### src/rtl/arp_phase_gen.sv
// Arpeggiator and DDS phase accumulator feeding the sine-table address.
// Optional `ARP_PHASE_SYNC_EN: hard-sync the accumulator to 0 on each note.
module arp_phase_gen #(
  parameter  int ADDR_W     = 8,
  parameter  int ACC_W      = 24,
  parameter  int NOTES      = 4,
  parameter  int SAMPLE_DIV = 1024,
  parameter  int DWELL      = 25000000,
  localparam int NOTE_W     = (NOTES > 1) ? $clog2(NOTES) : 1
) (
  input  logic              CLK100MHZ,
  input  logic              CPU_RESETN,
  input  logic              arp_en,
  input  logic [1:0]        mode,
  input  logic [ACC_W-1:0]  base_inc,
  output logic [ADDR_W-1:0] addr,
  output logic [NOTE_W-1:0] note,
  output logic              step_pulse,
  output logic              sample_tick
);

  localparam int DIV_W = (SAMPLE_DIV > 1) ? $clog2(SAMPLE_DIV) : 1;
  localparam int DW_W  = $clog2(DWELL);

  localparam logic [DIV_W-1:0]  DIV_TC = DIV_W'(SAMPLE_DIV - 1);
  localparam logic [DW_W-1:0]   DW_TC  = DW_W'(DWELL - 1);
  localparam logic [NOTE_W-1:0] N_TOP  = NOTE_W'(NOTES - 1);

  localparam logic [1:0] M_UP   = 2'b00;
  localparam logic [1:0] M_DN   = 2'b01;
  localparam logic [1:0] M_UD   = 2'b10;
  localparam logic [1:0] M_HOLD = 2'b11;

  logic [DIV_W-1:0]  div_q;
  logic [DIV_W-1:0]  div_nxt;
  logic              tick_q;
  logic              tick_nxt;

  logic [DW_W-1:0]   dw_q;
  logic [DW_W-1:0]   dw_nxt;
  logic              dw_tc;

  logic [NOTE_W-1:0] note_q;
  logic [NOTE_W-1:0] note_nxt;
  logic [NOTE_W-1:0] note_adv;
  logic              dir_q;
  logic              dir_nxt;
  logic              dir_adv;
  logic              eff_up;
  logic              step_q;
  logic              step_nxt;

  logic [ACC_W-1:0]  acc_q;
  logic [ACC_W-1:0]  acc_nxt;
  logic [ACC_W-1:0]  inc_q;
  logic [ACC_W-1:0]  inc_nxt;
  logic [ACC_W+2:0]  b_ext;
  logic [ACC_W+2:0]  ratio;
  logic [NOTE_W+1:0] k_ext;

`ifdef ARP_PHASE_SYNC_EN
  logic en_q;
  logic sync_clr;
`endif

  // sample divider; tick is registered so it is low while in reset
  always_comb begin
    div_nxt  = (div_q == DIV_TC) ? '0 : div_q + 1'b1;
    tick_nxt = (div_nxt == DIV_TC);
  end

  // endpoints force the up-down direction so the next note stays in range
  always_comb begin
    eff_up = dir_q;
    if (note_q == '0)
      eff_up = 1'b1;
    else if (note_q == N_TOP)
      eff_up = 1'b0;
  end

  always_comb begin
    note_adv = note_q;
    dir_adv  = dir_q;
    unique case (1'b1)
      (mode == M_UP):
        note_adv = (note_q == N_TOP) ? '0 : note_q + 1'b1;
      (mode == M_DN):
        note_adv = (note_q == '0) ? N_TOP : note_q - 1'b1;
      (mode == M_UD): begin
        note_adv = eff_up ? note_q + 1'b1 : note_q - 1'b1;
        dir_adv  = eff_up;
      end
      (mode == M_HOLD):
        note_adv = note_q;
    endcase
  end

  // disable wins over a coincident step boundary
  always_comb begin
    dw_tc    = (dw_q == DW_TC);
    dw_nxt   = '0;
    note_nxt = '0;
    dir_nxt  = dir_q;
    step_nxt = 1'b0;
    if (arp_en) begin
      dw_nxt   = dw_tc ? '0 : dw_q + 1'b1;
      note_nxt = note_q;
      if (dw_tc && (mode != M_HOLD)) begin
        note_nxt = note_adv;
        dir_nxt  = dir_adv;
        step_nxt = 1'b1;
      end
    end
  end

  // ratio r(k mod 4) scaled by octave k/4, wrapped to ACC_W bits
  always_comb begin
    b_ext = {3'b000, base_inc};
    k_ext = {2'b00, note_q};
    unique case (k_ext[1:0])
      2'd0: ratio = b_ext;
      2'd1: ratio = b_ext + (b_ext >> 2);
      2'd2: ratio = b_ext + (b_ext >> 1);
      2'd3: ratio = b_ext << 1;
    endcase
    inc_nxt = ACC_W'(ratio << k_ext[NOTE_W+1:2]);
  end

  always_comb begin
    acc_nxt = tick_q ? acc_q + inc_q : acc_q;
`ifdef ARP_PHASE_SYNC_EN
    sync_clr = step_nxt | (arp_en & ~en_q);
    if (sync_clr)
      acc_nxt = '0;
`endif
  end

  always_ff @(posedge CLK100MHZ or negedge CPU_RESETN) begin
    if (!CPU_RESETN) begin
      div_q  <= '0;
      tick_q <= 1'b0;
      dw_q   <= '0;
      note_q <= '0;
      dir_q  <= 1'b1;
      step_q <= 1'b0;
      inc_q  <= '0;
      acc_q  <= '0;
    end else begin
      div_q  <= div_nxt;
      tick_q <= tick_nxt;
      dw_q   <= dw_nxt;
      note_q <= note_nxt;
      dir_q  <= dir_nxt;
      step_q <= step_nxt;
      inc_q  <= inc_nxt;
      acc_q  <= acc_nxt;
    end
  end

`ifdef ARP_PHASE_SYNC_EN
  always_ff @(posedge CLK100MHZ or negedge CPU_RESETN) begin
    if (!CPU_RESETN)
      en_q <= 1'b0;
    else
      en_q <= arp_en;
  end
`endif

  assign addr        = acc_q[ACC_W-1 -: ADDR_W];
  assign note        = note_q;
  assign step_pulse  = step_q;
  assign sample_tick = tick_q;

endmodule
### config.mk
export PLATFORM = sky130hd
export DESIGN_NAME = arp_phase_gen
export DESIGN_NICKNAME = d
export VERILOG_FILES = /design/src/rtl/arp_phase_gen.sv
export SDC_FILE = /design/constraint.sdc
export NUM_CORES = 1
export LEC_CHECK = 0
export ABC_AREA = 1
export CAP_MARGIN = 25
export CORE_MARGIN = 5
export CORE_UTILIZATION = 62
export DETAILED_ROUTE_END_ITERATION = 10
export PLACE_DENSITY = 0.87
export SYNTH_ARGS = -nofsm -noshare
export SYNTH_HDL_FRONTEND = slang
export SYNTH_SLANG_ARGS = --single-unit
### constraint.sdc
create_clock -name CLK100MHZ -period 3.1 [get_ports CLK100MHZ]
set_input_delay 0.31 -clock CLK100MHZ [delete_from_list [all_inputs] [get_ports CLK100MHZ]]
set_output_delay 0.31 -clock CLK100MHZ [all_outputs]
set_load 0.02 [all_outputs]
**Word-level counts from Yosys, hierarchy flattened**

Cells that the tools add are included.

- Latch bits: 0
- Bits in writable memories: 0
- Word-level logic and storage cells: 46
- Memories: 0
- Bits in read-only memories: 0
- Flip-flop bits (word level): 88

- Eq/ne operators: 12
- Add/sub/neg operators: 7
- Magnitude comparators: 0
- Div/mod/pow operators: 0
- Shifts and indexed selects: 0
- Muxes and demuxes: 14
- Multiply operators: 0
- Reduce and logical (&&, ||, !) cells: 5
- Bitwise operators: 0

Operators with widths:

| cell | count |
|---|---|
| 24-bit case mux with 4 select lines | 1 |
| 25-bit two-way mux | 2 |
| 25-bit by 1-bit adder with 25-bit output (second input constant) | 1 |
| 25-bit equality test (second input constant) | 1 |
| 24-bit by 22-bit adder with 24-bit output | 1 |
| 24-bit by 23-bit adder with 24-bit output | 1 |
| 24-bit adder | 1 |
| 10-bit equality test (second input constant) | 2 |
| 10-bit by 1-bit adder with 10-bit output (second input constant) | 1 |
| 10-bit two-way mux | 1 |
| 2-bit two-way mux | 5 |
| 2-bit equality test (second input constant) | 4 |
| 2-bit case mux with 3 select lines | 1 |
| 2-bit by 1-bit equality test with 1-bit output (second input constant) | 2 |
| 2-bit logical NOT | 2 |
| 1-bit two-way mux | 4 |
| 2-bit != test (second input constant) | 2 |
| 3-bit AND reduction | 1 |
| 2-bit by 1-bit adder with 2-bit output (second input constant) | 1 |
| 2-bit by 1-bit != test with 1-bit output (second input constant) | 1 |
| 2-bit AND reduction | 1 |
| 2-bit by 1-bit subtractor with 2-bit output (second input constant) | 1 |
| 1-bit logical AND | 1 |

**Logic depth before layout (Yosys ltp)**

Gate-level depths: netlist (run 1).

- Depth in word-level cells: 7
- Mapped depth: 19
- Gate-level depth less buffers: 17

**Least setup slack after synthesis (run 1)**

OpenSTA, ideal clock, no wires.

- Path type: register to register
- From: register note_q[0] (netlist: note[0])
- To: register inc_q[16]
- Cell stages (with the launch flop): 19
- Arrival: 2749 ps
- Path slack: 273 ps
- Period minus slack after synthesis: 2827 ps
- Path buffers: 2
- Library setup time: 77 ps
- Cell sequence: dfrtp_1 -> inv_1 -> ha_1 -> clkbuf_1 -> clkbuf_1 -> nand2_1 -> o21ai_0 -> ha_1 -> inv_1 -> fa_1 -> inv_1 -> nand3_1 -> nand3_1 -> nand2_1 -> nand3_1 -> nand2_1 -> nand3b_1 -> nand3_1 -> a21oi_1

- Word-level cells in the longest chain between the ends: 2

Ends and longest elaborated chain:

| element | RTL line | text |
|---|---|---|
| from (decl) | 43 | `logic [NOTE_W-1:0] note_q;` |
| from (signal assigned) | 152 | `note_q <= note_nxt;` |
| 2-bit equality test (tied with other cells) | 120 | `unique case (k_ext[1:0])` |
| 24-bit case mux with 4 select lines (*) | 120 |  |
| net ratio[16] | 58 | `logic [ACC_W+2:0] ratio;` |
| to (signal assigned) | 155 | `inc_q <= inc_nxt;` |
| to (decl) | 55 | `logic [ACC_W-1:0] inc_q;` |

The timed path passes the listed nets; every way through them passes the cells marked *.
A chain may end at the register's enable or synchronous reset.

**Final worst setup path (run 1)**

Same ends and word-level chain as after synthesis.

==> results of run 1 <==
[stage by stage]
| stage | cells | setup WS, ps | hold slack [ps] | utilization |
|---|---|---|---|---|
| 2_1_floorplan | 1192 | 273.3 | 14.41 | - |
| 6_report | 1378 | 279.1 | 473.7 | 0.7051 |
| 5_1_grt | 1378 | 0.9595 | 492.4 | 0.7051 |
| 3_3_place_gp | 1361 | 171.0 | 316.0 | 0.6781 |
| 3_5_place_dp | 1361 | 88.52 | 314.6 | 0.6781 |
| 4_1_cts | 1378 | 52.80 | 469.6 | 0.7028 |
[cell families after synthesis]
| logic type | after synthesis | synth area share |
|---|---|---|
| AO/OA/AOI/OAI | 179 | 0.1250 |
| XOR/XNOR | 19 | 0.02182 |
| adder cells (fa/ha/maj) | 58 | 0.09714 |
| buffers and inverters | 214 | 0.1095 |
| flip-flops | 88 | 0.2890 |
| multiplexers | 2 | 0.002954 |
| AND/OR/NAND/NOR | 632 | 0.3546 |
[how the worst max path moves through the flow]
stage / endpoint / start / cells past startpoint
after floorplan: inc_q[16] / note[0] / 18
after global placement: inc_q[16] / note[0] / 15
after detailed placement: inc_q[16] / note[0] / 15
after CTS: inc_q[16] / note[0] / 15
after global routing: inc_q[16] / note[0] / 16
final: inc_q[16] / note[0] / 16
[repair_timing]
action,CTS,global route
setup endpoints to repair,0,20
endpoints found under the hold margin,37,0
gates resized for setup,0,6
hold buffers,1,0
[state kept, by name, indices dropped and copies added (netlist names)]
| register | count |
|---|---|
| inc_q | 24 |
| dw_q | 25 |
| note | 2 |
| step_pulse | 1 |
| sample_tick | 1 |
| dir_q | 1 |
| div_q | 10 |
| acc_q | 24 |
[cells in the mapped netlist (2+ instances only)]
library cell  count
nand3b_1         11
mux2_2            2
or2_2             6
xnor2_1           6
a31oi_1           9
a22oi_1           8
o21ai_0          55
nor3_4            2
nand2_2           2
a21oi_1          96
a211oi_1          3
ha_1             56
nor2_4            2
nor3_2            2
dfrtp_1          87
nand3_1          83
nor2_1          127
buf_4             8
nor4_1            5
o21bai_1          4
nand4_1          23
nor3_1           26
clkbuf_1         18
inv_1           182
fa_1              2
inv_2             2
xor2_1           13
clkinv_1          2
nand2_1         339
and2_1            3
[worst max-delay path: cells and delay by family, from the launching register on]
family / cells / cell delay [ps]
adder cells (fa/ha/maj): 3 / 860
AND/OR/NAND/NOR: 8 / 850
flip-flops: 1 / 410
buffers and inverters: 3 / 360
AO/OA/AOI/OAI: 2 / 250
[area by class of cell]
cell class                      count  share of cell area
Inverter                          186             0.08243
Timing Repair Buffer               51             0.05702
Clock buffer                       10             0.02704
Clock inverter                      6            0.006796
Tap cell                          147             0.02172
Sequential cell                    88              0.2602
Multi-Input combinational cell    890              0.5448
[power by group through the flow]
stage               clock network, W  registers (W)  logic (W)
floorplan                          0        0.00120   0.000318
global placement                   0        0.00120   0.000469
detailed placement                 0        0.00120   0.000476
CTS                          0.00104        0.00118   0.000480
global route                 0.00110        0.00118   0.000554
finish                       0.00103        0.00118   0.000487
[per-layer routing]
metal	vias up	global-route usage	routed length, um
met5	-	0	0
met1	3529	0.4002	9319
li1	3904	-	-
met2	287	0.4658	9244
met4	0	0.08357	401
met3	33	0.03450	1390
==> impl_metrics.tcl, run 1 <==
set metrics [dict create \
    p_total_w 0.002704 \
    synth_nets 1279 \
    grt.total_usage 0.2858 \
    grt_pass1_wl_um 33890 \
    intPower_w 0.001895 \
    synthFlopType "dfrtp_1" \
    fp.dieW_um 120.9 \
    rows 40 \
    crit_chain "inv_2 > ha_4 > nand2_1 > o21ai_0 > ha_2 > inv_1 > fa_1 > inv_1 > nand3_1 > nand3_1 > nand2_1 > nand3_1 > nand2_1 > nand3b_1 > nand3_1 > a21oi_1" \
    start_kind "flop" \
    core_sq_um 12010 \
    synth_top_area_share 0.2855 \
    cts_buffers 9 \
    die-area_sq_um 14620 \
    p_leak_nw 4.372 \
    drv_cap 0 \
    critPathMaxFanout 10 \
    worst_skew_pair.late_latency_ps 350 \
    cts.sinks 88 \
    final_cell_mix "nand2_1, inv_1, nor2_1, a21oi_1, dfrtp_1" \
    h-tree-depth 3 \
    drive_above_1_share 0.03981 \
    synth_edf_count 0 \
    swShare 0.2994 \
    seq_area_sq_um 2203 \
    synth_cells 1192 \
    dr.first_iter.drc_count 660 \
    netlist_top_cells_area "dfrtp_1, nand2_1, ha_1" \
    diodes 0 \
    p_per_area_nw_per_um2 319.3 \
    numPortBuffers 40 \
    pwr-share-seq 0.437 \
    synth-seq-cells 88 \
    maxSlewHeadroom 0.5029 \
    drt-total-wl_um 20360 \
    timing.rr.end "inc_q[16]" \
    antenna_left 0 \
    ff2ff_setup_slack_ps 280 \
    grt-ovfl-total 0 \
    p_comb_frac 0.180 \
    status "finished, final reports clean" \
    period_needed_ps 2821 \
    ios 41 \
    min_from "dir_q" \
    slew_viol_final 0 \
    crit_arrival_ps 3080 \
    synth_warnings 0 \
    grt_max_degree 41 \
    rr_startpoint "note[0]" \
    crit_top_cell "nand3_1" \
    min_path_cells 2 \
    multi_input_area_sq_um 4614 \
    design_area_sq_um 8469 \
    slowest_delay_ps 410 \
    switchingPower_w 0.0008099 \
    async_flop_share 1.000 \
    dr_total_vias 7753 \
    rsz0062_at_grt "false" \
    grt_antenna_before_repair 0 \
    hold_violations 0 \
    dpl_cell_area_sq_um 8145 \
    gp_congestion 0.9905 \
    cts-root-buf "clkbuf_16" \
    reg2reg_depth 16 \
    via_per_inst 5.626 \
    post_cts_buffers 0 \
    fin_nets 1313 \
    drt-wirelength-per-cell_um 14.77 \
    cts_max_path_buffers 2 \
    max_freq_ghz 0.3545 \
    first_global_vias 7343 \
    cp.required_ps 3360 \
    setup_viol 0 \
    ys_types 38 \
    hold_path_end "dir_q" \
    path_clk_slew_ps 70 \
    synth.avg_cell_area_sq_um 6.397 \
    layout_commonest_cell "nand2_1" \
    fin_crit_sh 0.9100 \
    dp_hpwl_um 15940 \
    tightestPinTransition_ps 744.8 \
    dr.pass1.iters 6 \
    fillers 1066 \
    slowest_stage "dfrtp_1" \
    synth_seq_area_share 0.2890 \
    initial_core_util 0.6348 \
    tritoncts "built" \
    p_clk_frac 0.382 \
    syn_to_final_growth_pct 11.08 \
    endpoint_kind "flop" \
    netlist_area_sq_um 7625 \
    worstHoldPathType "flop to flop" \
    drcViolationCount 0 \
    die_h_um 120.9 \
    finClkSkew_ps 14.35 \
    setup_tns_ps 0 \
    ir_drop_mv 0.2756 \
    worstSetupPathType "flop to flop" \
    synth_top_area_cell "dfrtp_1" \
]
Note: power is estimated with default switching activity, not from simulation.
==> inputs of run 2 (changes only) <==
--- a/config.mk
+++ b/config.mk
@@ -7,9 +7,9 @@
 export LEC_CHECK = 0
 export ABC_AREA = 1
-export CAP_MARGIN = 25
+export CAP_MARGIN = 5
 export CORE_MARGIN = 5
-export CORE_UTILIZATION = 62
+export CORE_UTILIZATION = 41
 export DETAILED_ROUTE_END_ITERATION = 10
-export PLACE_DENSITY = 0.87
+export PLACE_DENSITY = 0.63
 export SYNTH_ARGS = -nofsm -noshare
 export SYNTH_HDL_FRONTEND = slang
==> constraint.sdc (replaced) <==
create_clock -name CLK100MHZ -period 3.1 [get_ports CLK100MHZ]
set_input_delay 0.62 -clock CLK100MHZ [delete_from_list [all_inputs] [get_ports CLK100MHZ]]
set_output_delay 0.62 -clock CLK100MHZ [all_outputs]
set_load 0.02 [all_outputs]
==> run 2 against run 1 <==
  * First-iteration DRC count shrank 12%
  * Flip-flop and latch count is the same
  * Maximum frequency grew 1.4%
  * Die area grew 47%
  * Utilization shrank 23 points
  * Sequential power is essentially flat
  * Via count shrank 2.0%
  * Total power grew 5.9%
  * Count of clock-buffer cells in the layout grew 2
  * Register-to-register slack gained 40 ps
  * Sequential share of layout area shrank 0.52 points
  * Final cell count grew 6.3%
  * Critical path type unchanged
==> impl_metrics.tcl, run 2 (synthesis results as in run 1) <==
set metrics [dict create \
    worstHoldPathType "primary input to async pin" \
    cts_max_path_buffers 2 \
    fillers 1894 \
    dr_total_vias 7601 \
    dp_hpwl_um 16830 \
    worst_skew_pair.late_latency_ps 350 \
    p_leak_nw 4.428 \
    ios 41 \
    gp_congestion 0.9028 \
    dr.first_iter.drc_count 583 \
    finalWorstSetupSlack_ps 318.4 \
    layout_commonest_cell "nand2_1" \
    reg_top3 "dw_q x25, acc_q x24, inc_q x24" \
    maxSlewHeadroom 0.5038 \
    p_per_area_nw_per_um2 331.4 \
    die-area_sq_um 21420 \
    post_cts_buffers 0 \
    grt_pass1_wl_um 34960 \
    core_sq_um 18150 \
    worstSetupPathType "flop to flop" \
    dp_cells 1449 \
    multi_input_area_sq_um 4589 \
    hold_buffers 0 \
    cts-root-buf "clkbuf_16" \
    h-tree-depth 3 \
    numPortBuffers 40 \
    crit_arrival_ps 3040 \
    die_h_um 146.4 \
    drv_cap 0 \
    first_global_vias 6998 \
    grt_antenna_before_repair 0 \
    seq_area_sq_um 2203 \
    initial_core_util 0.4202 \
    diodes 0 \
    tritoncts "built" \
    cts-resized-gates 0 \
    fin_crit_sh 0.8973 \
    grt-ovfl-total 0 \
    cts_buffers 9 \
    rows 49 \
    slew_viol_final 0 \
    cts.sinks 88 \
    cp.required_ps 3360 \
    drt-wirelength-per-cell_um 14.38 \
    finClkSkew_ps 14.47 \
    path_clk_slew_ps 70 \
    largest_register "dw_q" \
    fin_util 0.4763 \
    period_needed_ps 2782 \
    syn_to_final_growth_pct 13.36 \
    drive_above_1_share 0.04126 \
    setup_viol 0 \
    tightestPinTransition_ps 743.5 \
    via_per_inst 5.188 \
    antenna_left 0 \
    status "finished, final reports clean" \
    fin_nets 1318 \
    hold_violations 0 \
    fp.dieW_um 146.4 \
    setup_tns_ps 0 \
    final_cell_mix "nand2_1, inv_1, nor2_1, a21oi_1, dfrtp_1" \
    grt.total_usage 0.1981 \
    drcViolationCount 0 \
    whs_ps 299.7 \
    critPathMaxFanout 26 \
    endpoint_kind "flop" \
    largest_reg_flops 25 \
    dr.pass1.iters 5 \
    post-place-ws_ps 116.9 \
    ir_drop_mv 0.1806 \
    grt_max_degree 89 \
    stdcell_count 1465 \
    max_freq_ghz 0.3595 \
    drt-total-wl_um 21070 \
    start_kind "flop" \
    rsz0062_at_grt "false" \
]
run 2: final cells by class:
| class | count | area share |
|---|---|---|
| Multi-Input combinational cell | 890 | 0.5310 |
| Clock buffer | 12 | 0.02852 |
| Clock inverter | 4 | 0.008830 |
| Timing Repair Buffer | 56 | 0.06283 |
| Sequential cell | 88 | 0.2549 |
| Inverter | 186 | 0.08078 |
| Tap cell | 229 | 0.03315 |
run 2: per-stage QoR:
stage          cell area (sq um)  power (W)
3_3_place_gp                8318   0.001687
5_1_grt                     8643   0.003011
3_5_place_dp                8318   0.001691
4_1_cts                     8641   0.002887
2_1_floorplan               7625   0.001514
6_report                    8643   0.002864
run 2: path summary, 6_finish.rpt:
path	slack [ps]	end	cells past startpoint	startpoint
worst max-delay path	320	inc_q[16]	16	note[0]
worst min-delay path	300	acc_q[6]	2	CPU_RESETN
worst max register to register	320	inc_q[16]	16	note[0]
worst min register to register	470	dir_q	2	dir_q
max in group asynchronous	2400	dir_q	2	CPU_RESETN
min in group CLK100MHZ	470	dir_q	2	dir_q
run 2: power breakdown:
group / total [W] / switching [W] / leakage, nW / internal (W)
Combinational: 0.000493 / 0.000316 / 3.12 / 0.000177
Clock: 0.00119 / 0.000457 / 0.159 / 0.000734
Sequential: 0.00118 / 0.0000135 / 1.15 / 0.00117
run 2: critical path, cell delays in order, from the launching register on:
cell	delay [ps]
dfrtp_1	390
inv_1	70
buf_4	150
ha_1	220
buf_12	160
o21ai_0	280
inv_1	100
fa_1	400
inv_1	80
nand3_1	70
nand3_1	140
nand2_1	70
nand3_1	140
nand2_1	90
nand3b_1	80
nand3_1	80
a21oi_1	140
run 2: metal layers:
| metal | GRT usage | share of wire | up-vias |
|---|---|---|---|
| li1 | - | - | 3923 |
| met1 | 0.2853 | 0.49 | 3490 |
| met2 | 0.3154 | 0.44 | 164 |
| met3 | 0.02107 | 0.041 | 24 |
| met4 | 0.05786 | 0.020 | 0 |
| met5 | 0 | 0 | - |
==> inputs of run 3 (changes only) <==
PLACE_DENSITY = unset   (was 0.63)
PLACE_DENSITY_LB_ADDON = 0.12   (was unset)
==> run 3 against run 2 <==
  * Clock power hardly changed
  * Maximum frequency fell by 0.74%
  * Sequential power about the same
  * Highest routed layer unchanged
  * Non-clock buffer count down 4
  * Critical endpoint is now inc_q[21]
==> impl_metrics.tcl, run 3 (synthesis results as in run 1) <==
set metrics [dict create \
    period_needed_ps 2802 \
    rsz0062_at_grt "false" \
    wirelength_met1_um 10630 \
    die_h_um 146.4 \
    worstHoldPathType "primary input to async pin" \
    dr.first_iter.drc_count 461 \
    wl_met3_um 946 \
    top_layer "met4" \
    cts-resized-gates 0 \
    cts-root-buf "clkbuf_16" \
    hold_buffers 0 \
    drv_cap 0 \
    fin_crit_sh 0.9040 \
    worst_skew_pair.late_latency_ps 350 \
    seq_area_sq_um 2203 \
    initial_core_util 0.4202 \
    tritoncts "built" \
    cts_buffers 9 \
    syn_to_final_growth_pct 13.06 \
    largest_register "dw_q" \
    core_sq_um 18150 \
    max_freq_ghz 0.3568 \
    maxSlewHeadroom 0.4881 \
    wl_met2_um 9020 \
    final_cell_mix "nand2_1, inv_1, nor2_1, a21oi_1, dfrtp_1" \
    critPathMaxFanout 26 \
    largest_reg_flops 25 \
    fp.dieW_um 146.4 \
    worstSetupPathType "flop to flop" \
    dr.pass1.iters 5 \
    cp.required_ps 3360 \
    numPortBuffers 40 \
    finClkSkew_ps 16.40 \
    first_global_vias 7086 \
    post_cts_buffers 0 \
    whs_ps 219.2 \
    cts.sinks 88 \
    drive_above_1_share 0.03896 \
    drcViolationCount 0 \
    drt-wirelength-per-cell_um 14.39 \
    hold_violations 0 \
    ios 41 \
    path_clk_slew_ps 70 \
    tightestPinTransition_ps 767.0 \
    crit_arrival_ps 3060 \
    slew_viol_final 0 \
    p_per_area_nw_per_um2 329.2 \
    gp_congestion 0.8860 \
    status "finished, final reports clean" \
    antenna_left 0 \
    dp_hpwl_um 16880 \
    grt_antenna_before_repair 0 \
    die-area_sq_um 21420 \
    start_kind "flop" \
    dr_total_vias 7482 \
    ir_drop_mv 0.2281 \
    grt.total_usage 0.2010 \
    via_per_inst 5.121 \
    setup_tns_ps 0 \
    rows 49 \
    fillers 1928 \
    p_leak_nw 4.411 \
    multi_input_area_sq_um 4587 \
    drt-total-wl_um 21020 \
    grt_pass1_wl_um 35330 \
    layout_commonest_cell "nand2_1" \
    setup_viol 0 \
    h-tree-depth 3 \
    fin_nets 1314 \
    diodes 0 \
    reg_top3 "dw_q x25, acc_q x24, inc_q x24" \
    grt_max_degree 55 \
    cts_max_path_buffers 2 \
    endpoint_kind "flop" \
    grt-ovfl-total 0 \
]
[run 3: cell count changes in the layout (fill, tap and decap cells not counted), sizes merged]
cell	delta
clkbuf	-2
buf	-4
clkinv	+2
[run 3: worst max-delay path, cell delays in order (launching register included)]
cell and delay, ps:
dfrtp_1 420, inv_2 140, ha_1 210, buf_12 180, mux2_2 350, ha_1 370
nand2_1 120, nor2_1 170, nand2_1 90, nor2_1 110, nand2_1 110, nand4_1 110
nand3_1 120, a21oi_1 190
[run 3: report_power, final]
| group | total [W] | leakage [nW] | internal [W] | switching (W) |
|---|---|---|---|---|
| clock | 0.00117 | 0.157 | 0.000710 | 0.000456 |
| sequential | 0.00118 | 1.15 | 0.00117 | 0.0000150 |
| combinational | 0.000489 | 3.10 | 0.000177 | 0.000312 |
| total | 0.00284 | 4.41 | 0.00205 | 0.000783 |
[run 3: path summary, 6_finish.rpt]
kind | startpoint | to | slack, ps | cells after the start
min reg2reg | dir_q | dir_q | 470 | 2
max | note[0] | inc_q[21] | 300 | 13
max in group asynchronous | CPU_RESETN | dir_q | 2190 | 2
min in group CLK100MHZ | dir_q | dir_q | 470 | 2
min | CPU_RESETN | acc_q[3] | 220 | 1
max reg2reg | note[0] | inc_q[21] | 300 | 13
[run 3: stage by stage]
step                      setup slack [ps]  cells  instance area (sq um)  utilization  power, W
after CTS                            197.5   1461                   8621       0.4750  0.002873
after global placement               119.2   1445                   8300       0.4574  0.001689
final                                297.7   1461                   8621       0.4750  0.002838
after global routing                 7.370   1461                   8621       0.4750  0.003001
after detailed placement             105.7   1445                   8300       0.4574  0.001689
after floorplan                      273.3   1192                   7625            -  0.001514
[run 3: cell type report]
class | count | area share
inverters | 186 | 0.08099
multi-input cells | 890 | 0.5321
clock inverters | 6 | 0.01060
clock buffers | 10 | 0.02656
repair buffers | 52 | 0.06096
well taps | 229 | 0.03324
flip-flops and latches | 88 | 0.2556
[run 3: metal layers]
| layer | track usage | vias up |
|---|---|---|
| met5 | 0 | - |
| met4 | 0.05597 | 0 |
| met3 | 0.02882 | 24 |
| met2 | 0.3149 | 169 |
| met1 | 0.2901 | 3354 |
| li1 | - | 3935 |
